## src/rtl/alu_pkg.sv

```systemverilog
// Shared ALU definitions: command encoding, widths and the flag-mask rule
// used by both the ALU control decoder and the result stage.
package alu_pkg;

  localparam int CMD_W   = 3;
  localparam int WIDTH_W = 32;

  localparam logic [CMD_W-1:0] CMD_ADD  = 3'd0;
  localparam logic [CMD_W-1:0] CMD_SUB  = 3'd1;
  localparam logic [CMD_W-1:0] CMD_XOR  = 3'd2;
  localparam logic [CMD_W-1:0] CMD_SLT  = 3'd3;
  localparam logic [CMD_W-1:0] CMD_AND  = 3'd4;
  localparam logic [CMD_W-1:0] CMD_NAND = 3'd5;
  localparam logic [CMD_W-1:0] CMD_NOR  = 3'd6;
  localparam logic [CMD_W-1:0] CMD_OR   = 3'd7;

  // Only the adder paths produce meaningful carry/overflow; SLT uses the
  // adder internally but its flags must not leak to the consumer.
  function automatic logic cmd_pass_flags(input logic [CMD_W-1:0] cmd);
    return (cmd == CMD_ADD) || (cmd == CMD_SUB);
  endfunction

endpackage

```

## src/rtl/alu_stage_entry.sv

```systemverilog
// One storage slot of the result stage: command, result and already-derived
// flags, captured on load and cleared by reset.
module alu_stage_entry
  import alu_pkg::*;
#(
  parameter int WIDTH = 32,
  parameter int CMDW  = CMD_W
) (
  input  logic             clk,
  input  logic             reset,
  input  logic             load_i,
  input  logic [CMDW-1:0]  cmd_d,
  input  logic [WIDTH-1:0] result_d,
  input  logic             zero_d,
  input  logic             carry_d,
  input  logic             ovf_d,
  output logic [CMDW-1:0]  cmd_q,
  output logic [WIDTH-1:0] result_q,
  output logic             zero_q,
  output logic             carry_q,
  output logic             ovf_q
);

  always_ff @(posedge clk) begin
    if (reset) begin
      cmd_q    <= '0;
      result_q <= '0;
      zero_q   <= 1'b0;
      carry_q  <= 1'b0;
      ovf_q    <= 1'b0;
    end else if (load_i) begin
      cmd_q    <= cmd_d;
      result_q <= result_d;
      zero_q   <= zero_d;
      carry_q  <= carry_d;
      ovf_q    <= ovf_d;
    end
  end

endmodule

```

## src/rtl/alu_result_stage.sv

```systemverilog
// Registered ALU output stage: flag derivation at capture, a main/skid pair of
// entries behind a valid/ready handshake, and a sticky overflow status bit.
module alu_result_stage
  import alu_pkg::*;
#(
  parameter int WIDTH = 32,
  parameter int CMDW  = CMD_W
) (
  input  logic             clk,
  input  logic             reset,
  input  logic             in_valid,
  output logic             in_ready,
  input  logic [CMDW-1:0]  in_cmd,
  input  logic [WIDTH-1:0] in_result,
  input  logic             in_carryout,
  input  logic             in_overflow,
  output logic             out_valid,
  input  logic             out_ready,
  output logic [CMDW-1:0]  out_cmd,
  output logic [WIDTH-1:0] out_result,
  output logic             out_zero,
  output logic             out_carryout,
  output logic             out_overflow,
  output logic             ovf_sticky,
  input  logic             ovf_clear
);

  logic main_valid_q, main_valid_d;
  logic skid_valid_q, skid_valid_d;
  logic in_ready_q;
  logic sticky_q, sticky_d;

  logic accept, drain;
  logic load_main, load_skid, main_from_skid;

  logic             cap_pass, cap_zero, cap_carry, cap_ovf;

  logic [CMDW-1:0]  skid_cmd;
  logic [WIDTH-1:0] skid_result;
  logic             skid_zero, skid_carry, skid_ovf;

  logic [CMDW-1:0]  main_cmd_d;
  logic [WIDTH-1:0] main_result_d;
  logic             main_zero_d, main_carry_d, main_ovf_d;

  // Capture: flags are derived once here so both entries hold final values.
  assign cap_pass  = cmd_pass_flags(in_cmd);
  assign cap_zero  = (in_result == '0);
  assign cap_carry = cap_pass & in_carryout;
  assign cap_ovf   = cap_pass & in_overflow;

  // in_ready_q tracks "skid empty"; gating with reset keeps it low during
  // reset yet high on the first cycle after release.
  assign in_ready = in_ready_q & ~reset;
  assign accept   = in_valid & in_ready;
  assign drain    = main_valid_q & out_ready;

  always_comb begin
    main_from_skid = drain & skid_valid_q;
    load_skid      = accept & main_valid_q & ~drain;
    load_main      = main_from_skid | (accept & (~main_valid_q | (drain & ~skid_valid_q)));

    main_valid_d = main_valid_q;
    skid_valid_d = skid_valid_q;
    if (drain) begin
      main_valid_d = skid_valid_q | accept;
      if (skid_valid_q) skid_valid_d = 1'b0;
    end else begin
      main_valid_d = main_valid_q | accept;
      if (load_skid) skid_valid_d = 1'b1;
    end

    // A delivered overflow beats a same-cycle clear.
    sticky_d = sticky_q;
    if (drain & out_overflow) sticky_d = 1'b1;
    else if (ovf_clear)       sticky_d = 1'b0;
  end

  always_comb begin
    if (main_from_skid) begin
      main_cmd_d    = skid_cmd;
      main_result_d = skid_result;
      main_zero_d   = skid_zero;
      main_carry_d  = skid_carry;
      main_ovf_d    = skid_ovf;
    end else begin
      main_cmd_d    = in_cmd;
      main_result_d = in_result;
      main_zero_d   = cap_zero;
      main_carry_d  = cap_carry;
      main_ovf_d    = cap_ovf;
    end
  end

  always_ff @(posedge clk) begin
    if (reset) begin
      main_valid_q <= 1'b0;
      skid_valid_q <= 1'b0;
      in_ready_q   <= 1'b1;
      sticky_q     <= 1'b0;
    end else begin
      main_valid_q <= main_valid_d;
      skid_valid_q <= skid_valid_d;
      in_ready_q   <= ~skid_valid_d;
      sticky_q     <= sticky_d;
    end
  end

  alu_stage_entry #(.WIDTH(WIDTH), .CMDW(CMDW)) u_main (
    .clk      (clk),
    .reset    (reset),
    .load_i   (load_main),
    .cmd_d    (main_cmd_d),
    .result_d (main_result_d),
    .zero_d   (main_zero_d),
    .carry_d  (main_carry_d),
    .ovf_d    (main_ovf_d),
    .cmd_q    (out_cmd),
    .result_q (out_result),
    .zero_q   (out_zero),
    .carry_q  (out_carryout),
    .ovf_q    (out_overflow)
  );

  alu_stage_entry #(.WIDTH(WIDTH), .CMDW(CMDW)) u_skid (
    .clk      (clk),
    .reset    (reset),
    .load_i   (load_skid),
    .cmd_d    (in_cmd),
    .result_d (in_result),
    .zero_d   (cap_zero),
    .carry_d  (cap_carry),
    .ovf_d    (cap_ovf),
    .cmd_q    (skid_cmd),
    .result_q (skid_result),
    .zero_q   (skid_zero),
    .carry_q  (skid_carry),
    .ovf_q    (skid_ovf)
  );

  assign out_valid  = main_valid_q;
  assign ovf_sticky = sticky_q;

endmodule

```

## config.mk

```make
export PLATFORM = sky130hd
export DESIGN_NAME = alu_result_stage
export DESIGN_NICKNAME = d
export VERILOG_FILES = /design/src/rtl/alu_pkg.sv /design/src/rtl/alu_stage_entry.sv /design/src/rtl/alu_result_stage.sv
export SDC_FILE = /design/constraint.sdc
export NUM_CORES = 1
export LEC_CHECK = 0
export CORE_MARGIN = 5
export CORE_UTILIZATION = 51
export DETAILED_ROUTE_END_ITERATION = 10
export DONT_BUFFER_PORTS = 1
export PLACE_DENSITY = 0.76
export SYNTH_ARGS = -nofsm -noshare
export SYNTH_HDL_FRONTEND = slang
export SYNTH_SLANG_ARGS = --single-unit
```

## constraint.sdc

```tcl
create_clock -name clk -period 1.9 [get_ports clk]
set_clock_uncertainty 0.1 [all_clocks]
set_input_delay 0.38 -clock clk [delete_from_list [all_inputs] [get_ports clk]]
set_output_delay 0.38 -clock clk [all_outputs]
set_load 0.02 [all_outputs]
```

==> flow_summary.toml, run 1 <==
[outcome]
outcome = "completed"

[synthesis]
postSynthCellCount = 412
yosys_warnings = 0
synth_area_per_cell_sq_um = 7.92
synth_top_cell_by_area = "dfxtp_1"
ys_top_cells_by_area = "dfxtp_1 49%, nand2_1 17%, a311oi_1 7.2%"
ys_top_cells_by_count = "152 x nand2_1, 80 x dfxtp_1, 40 x a21oi_1"
synth_edf_count = 0
yosysMostFrequentCell = "nand2_1"
post_synth_num_cell_types = 25
synthArstFlopShare = 0
synth_top_area_share = 0.491
syn_nets = 454
synth_seq_area_share = 0.491
ys.flop_type = "dfxtp_1"
synth-seq-cells = 80
synth_area_sq_um = 3260

[floorplan]
start_util = 0.520
core_sq_um = 6280
pin_count = 83
die_h_um = 90.0
dieArea_sq_um = 8100
die_w_um = 90.0
rows = 29

[route]
avgRoutedWirePerCell_um = 16.5
vias_per_cell = 5.76
drt.antenna.violating_nets = 0
drt-initial-drc-count = 141
wirelength_mm = 8.12
drc_errors = 0
firstDrtPassIters = 4
vias = 2826

[clock_network]
clockRootBuffer = "clkbuf_8"
clockBufferDepth = 2
ctsResizeCount = 0
htreeDepth = 3
clkLatencyLatePin_ns = 0.34
cts_made_buffers = 9
cts_hold_buf = 7
cts.sink_count = 80
postCtsSetupBuffers = 0
path_clk_slew_ns = 0.08
cts_tree = "built"

[global_routing]
antenna_found_initial = 0
grt_max_degree = 43
grt_pass1_vias = 2620
grt_pass1_wl_mm = 13.1
grtUsageTotal = 0.197
gr-total-overflow = 0

[worst_setup_path]
ff2ff_setup_slack_ns = 0.21
worst_ep_arrival_time_ns = 1.80
cp_num_buf_inv = 1
start_kind = "input port"
crit_family = "buffers and inverters"
r2r_end = "u_main.cmd_q[2]$_SDFFE_PP0P_"
cp_max_fo = 25
criticalPathCategory = "input port to register"
r2r_start = "out_valid$_SDFF_PP0_"
crit_chain = "dlygate4sd3_1, a311oi_1"
reg2reg_depth = 5
crit_path_end_kind = "register"
crit_slowest_cell = "dlygate4sd3_1"
cp_slowest_stage_delay_ns = 1.34
cp.required_ns = 1.97

[placed_design]
place_hpwl_mm = 4.92
io_buffers = 0
routabilityCongestion = 0.760

[worst_hold_path]
min_path_cells = 1
hold_path.class = "input port to register"
hold_start = "reset"
whs_endpoint = "u_skid.result_q[14]$_SDFFE_PP0P_"

[cells_and_area]
layout-drive-gt1-share = 0.0870
fin_util = 0.575
area_delta_synth_final_pct = 10.7
fillers = 623
final_nets = 451
antenna_cells = 0

[timing]
relSlewSlack = 0.199
fin_crit_ns = 1.72
clock.fmax_mhz = 580
setup_viol = 0
fin_setup_tns_ns = 0
max_slew.worst_pin.slew_ns = 1.20
finalCritPeriodShare = 0.908
drv_slew = 0
hold_viol = 0
grt_setup_unrepaired = "no"

[power_and_ir_drop]
p_leak_nw = 1.24
power_density_nw_per_um2 = 963
ir_drop_v = 0.000558

[job]
cap_viol_max_count = 0
registers in the layout, summed over array words and instances, names as in the netlist:
signal           count
in_ready_q           1
u_skid.result_q     32
u_main.zero_q        1
ovf_sticky           1
u_skid.carry_q       1
u_main.result_q     32
u_main.carry_q       1
u_skid.zero_q        1
u_main.cmd_q         3
out_valid            1
u_skid.cmd_q         3
u_skid.ovf_q         1
skid_valid_q         1
u_main.ovf_q         1
metal layers:
metal	vias up	global-route usage	part of all wire
met4	0	0.0720	0.010
met2	86	0.327	0.49
met1	1341	0.233	0.43
met3	6	0.0726	0.075
met5	-	0	0
li1	1393	-	-
worst max-delay path by stage:
stage | startpoint | endpoint | slack, ns | cells past startpoint
finish | reset | u_main.result_q[8]$_SDFFE_PP0P_ | 0.18 | 2
CTS | reset | u_main.result_q[8]$_SDFFE_PP0P_ | 0.22 | 2
detailed placement | in_result[27] | u_skid.zero_q$_SDFFE_PP0P_ | 0.16 | 4
global placement | in_result[27] | u_main.zero_q$_SDFFE_PP0P_ | 0.18 | 4
floorplan | reset | u_main.result_q[22]$_SDFFE_PP0P_ | 0.23 | 7
global route | reset | u_skid.result_q[29]$_SDFFE_PP0P_ | 0.1 | 2
logic make-up after synthesis:
family,share of synthesized area
AO/OA/AOI/OAI,0.192
buffers and inverters,0.0518
flip-flops,0.491
AND/OR/NAND/NOR,0.265
layout make-up:
class	instances	area [sq um]	share of cell area
inverters	2	7.51	0.00208
well taps	77	96.3	0.0267
flip-flops and latches	80	1600	0.444
repair buffers	19	188	0.0520
clock buffers	13	149	0.0412
clock inverters	3	65.1	0.0180
multi-input cells	297	1500	0.416
metrics by stage:
step	std cells	power, mW	instance area (sq um)	hold WS [ns]	worst slack, ns
after floorplan	412	2.09	3260	0.336	0.228
after global placement	467	2.11	3320	0.336	0.178
after detailed placement	467	2.12	3320	0.340	0.157
after CTS	490	3.50	3600	0.000581	0.216
after global routing	491	3.62	3610	0.00141	0.0999
final	491	3.47	3610	0.0201	0.175
power by group:
part / total, mW / leakage [nW] / internal [mW] / switching, mW
logic: 0.253 / 0.479 / 0.105 / 0.148
registers: 1.87 / 0.652 / 1.75 / 0.119
clock network: 1.35 / 0.108 / 0.777 / 0.577
cell usage in the layout (no fill, tap or decap), drive strengths merged:
cell type    instances
a21oi               40
a2bb2oi              2
a311oi              37
and2                 2
and3                 1
and3b                1
buf                 11
bufinv               2
clkbuf              13
clkinv               1
dfxtp               80
dlygate4sd3          8
inv                  2
nand2              152
nand2b               1
nand3                6
nand3b               1
nor2                39
nor2b                2
nor4                 8
o21ai                2
o22ai                1
or2                  1
or4                  1
Power figures use the tool's default switching activity.
==> inputs of run 2 (changes only) <==
CORE_MARGIN = 3   (was 5)
TNS_END_PERCENT = 10   (was default)
==> run 2 against run 1 <==
Compared with the run above: sequential share of layout area down 0.058 points; fmax down 0.47%; final cell count decreased by 0.81%; power down 2.2%; critical path type is now register to register; setup slack worse by 0.0081 ns.
==> flow_summary.toml, run 2 (synthesis gave the netlist of run 1 again) <==
[clock_network]
clockRootBuffer = "clkbuf_8"
clkLatencyLatePin_ns = 0.34
cts.sink_count = 80
htreeDepth = 3
path_clk_slew_ns = 0.07
clockBufferDepth = 2
cts_tree = "built"
postCtsSetupBuffers = 0
cts_made_buffers = 9

[cells_and_area]
antenna_cells = 0
layout-drive-gt1-share = 0.0995
final_cell_mix = "152 x nand2_1, 79 x dfxtp_1, 40 x a21oi_1, 39 x nor2_1, 27 x a311oi_1"
area_delta_synth_final_pct = 10.9
fin_area_sq_um = 3620
reg_top3 = "u_main.result_q: 32 flops, u_skid.result_q: 32 flops"
final_common_cell = "nand2_1"
final_nets = 450

[route]
drt.antenna.violating_nets = 0
vias_per_cell = 5.68
wirelength_mm = 7.59
drc_errors = 0
vias = 2764
avgRoutedWirePerCell_um = 15.6
drt-initial-drc-count = 161
firstDrtPassIters = 4

[floorplan]
core_sq_um = 6060
rows = 28
pin_count = 83
die_w_um = 86.0
die_h_um = 86.0
start_util = 0.538
dieArea_sq_um = 7390

[power_and_ir_drop]
p_leak_nw = 1.26
ir_drop_v = 0.000584
power_density_nw_per_um2 = 939
p_clk_frac = 0.378
p_sw_frac = 0.248
report.power.total_mw = 3.40
switching_power_uw = 842
power_frac_comb = 0.072
p_int_mw = 2.56
p_seq_frac = 0.550

[timing]
max_slew.worst_pin.slew_ns = 0.582
setup_slack_ns = 0.167
fin_setup_tns_ns = 0
hold_viol = 0
grt_setup_unrepaired = "no"
finalCritPeriodShare = 0.912
clock.fmax_mhz = 577
drv_slew = 0
fin_crit_ns = 1.73
relSlewSlack = 0.611
setup_viol = 0
whs_ns = 0.0373

[worst_setup_path]
cp_num_buf_inv = 1
crit_slowest_cell = "dlygate4sd3_1"
crit_chain = "and3b_1, and2_1, a21oi_1, nor2_1, dlygate4sd3_1"
cp_slowest_stage_delay_ns = 0.54
cp_max_fo = 3
crit_family = "buffers and inverters"
start_kind = "register"
crit_path_end_kind = "register"
criticalPathCategory = "register to register"
worst_ep_arrival_time_ns = 1.86
cp.required_ns = 2.03

[global_routing]
grt_pass1_vias = 2606
antenna_found_initial = 0
grt_pass1_wl_mm = 12.3
gr-total-overflow = 0
grtUsageTotal = 0.207
grt_max_degree = 83

[worst_hold_path]
hold_path.class = "input port to register"

[placed_design]
place_hpwl_mm = 4.81
dpl-instance-area_sq_um = 3330
io_buffers = 0
dp_slack_ns = 0.168
routabilityCongestion = 0.813

[job]
cap_viol_max_count = 0

[outcome]
outcome = "completed"
-- run 2: changes by cell type in the layout (fill, tap and decap cells not counted) --
cell and delta:
bufinv_16 -1, clkbuf_8 +2, dlygate4sd3_1 -3, clkinv_2 +1
dfxtp_2 +1, buf_12 +1, clkbuf_1 -3, buf_16 +1
dfxtp_1 -1
-- run 2: final timing paths --
| path | endpoint | slack (ns) | cells after the start | startpoint |
|---|---|---|---|---|
| max | skid_valid_q$_SDFF_PP0_ | 0.17 | 5 | in_ready_q$_SDFF_PP1_ |
| min | u_main.zero_q$_SDFFE_PP0P_ | 0.04 | 1 | reset |
| max reg2reg | skid_valid_q$_SDFF_PP0_ | 0.17 | 5 | in_ready_q$_SDFF_PP1_ |
| min reg2reg | u_skid.result_q[2]$_SDFFE_PP0P_ | 0.36 | 2 | u_skid.result_q[2]$_SDFFE_PP0P_ |
-- run 2: area by class of cell --
cell class	count	area (sq um)
fill	575	2440
sequential	80	1600
inverter	2	7.51
multi-input combinational	297	1500
clock buffer	12	165
clock inverter	3	40.0
tap	75	93.8
timing repair buffer	18	205
-- run 2: worst reg2reg max path: stages, from the launching register on --
cell,delay (ns)
dfxtp_1,0.32
and3b_1,0.21
and2_1,0.22
a21oi_1,0.17
nor2_1,0.05
dlygate4sd3_1,0.54
-- run 2: through the flow --
step | instances | util
after floorplan | 412 | -
after global placement | 466 | 0.550
after detailed placement | 466 | 0.550
after CTS | 483 | 0.587
after global routing | 487 | 0.597
final | 487 | 0.597
-- run 2: metal layers --
| layer | up-vias | GRT usage | part of all wire |
|---|---|---|---|
| li1 | 1388 | - | - |
| met1 | 1299 | 0.253 | 0.44 |
| met2 | 69 | 0.330 | 0.48 |
| met3 | 8 | 0.0797 | 0.073 |
| met4 | 0 | 0.0763 | 0.013 |
| met5 | - | 0 | 0 |
-- run 2: timing repair --
item	4_1_cts	5_1_grt
resized for setup	0	1
endpoints found under the setup margin	0	1
hold buffers	2	4
hold endpoints to repair	70	59
-- run 2: power by group through the flow --
| stage | Clock, mW | Sequential [mW] | Combinational (mW) |
|---|---|---|---|
| 6_report | 1.28 | 1.87 | 0.245 |
| 4_1_cts | 1.31 | 1.87 | 0.209 |
| 2_1_floorplan | 0 | 1.89 | 0.197 |
| 3_5_place_dp | 0 | 1.91 | 0.208 |
| 5_1_grt | 1.39 | 1.88 | 0.279 |
| 3_3_place_gp | 0 | 1.91 | 0.202 |
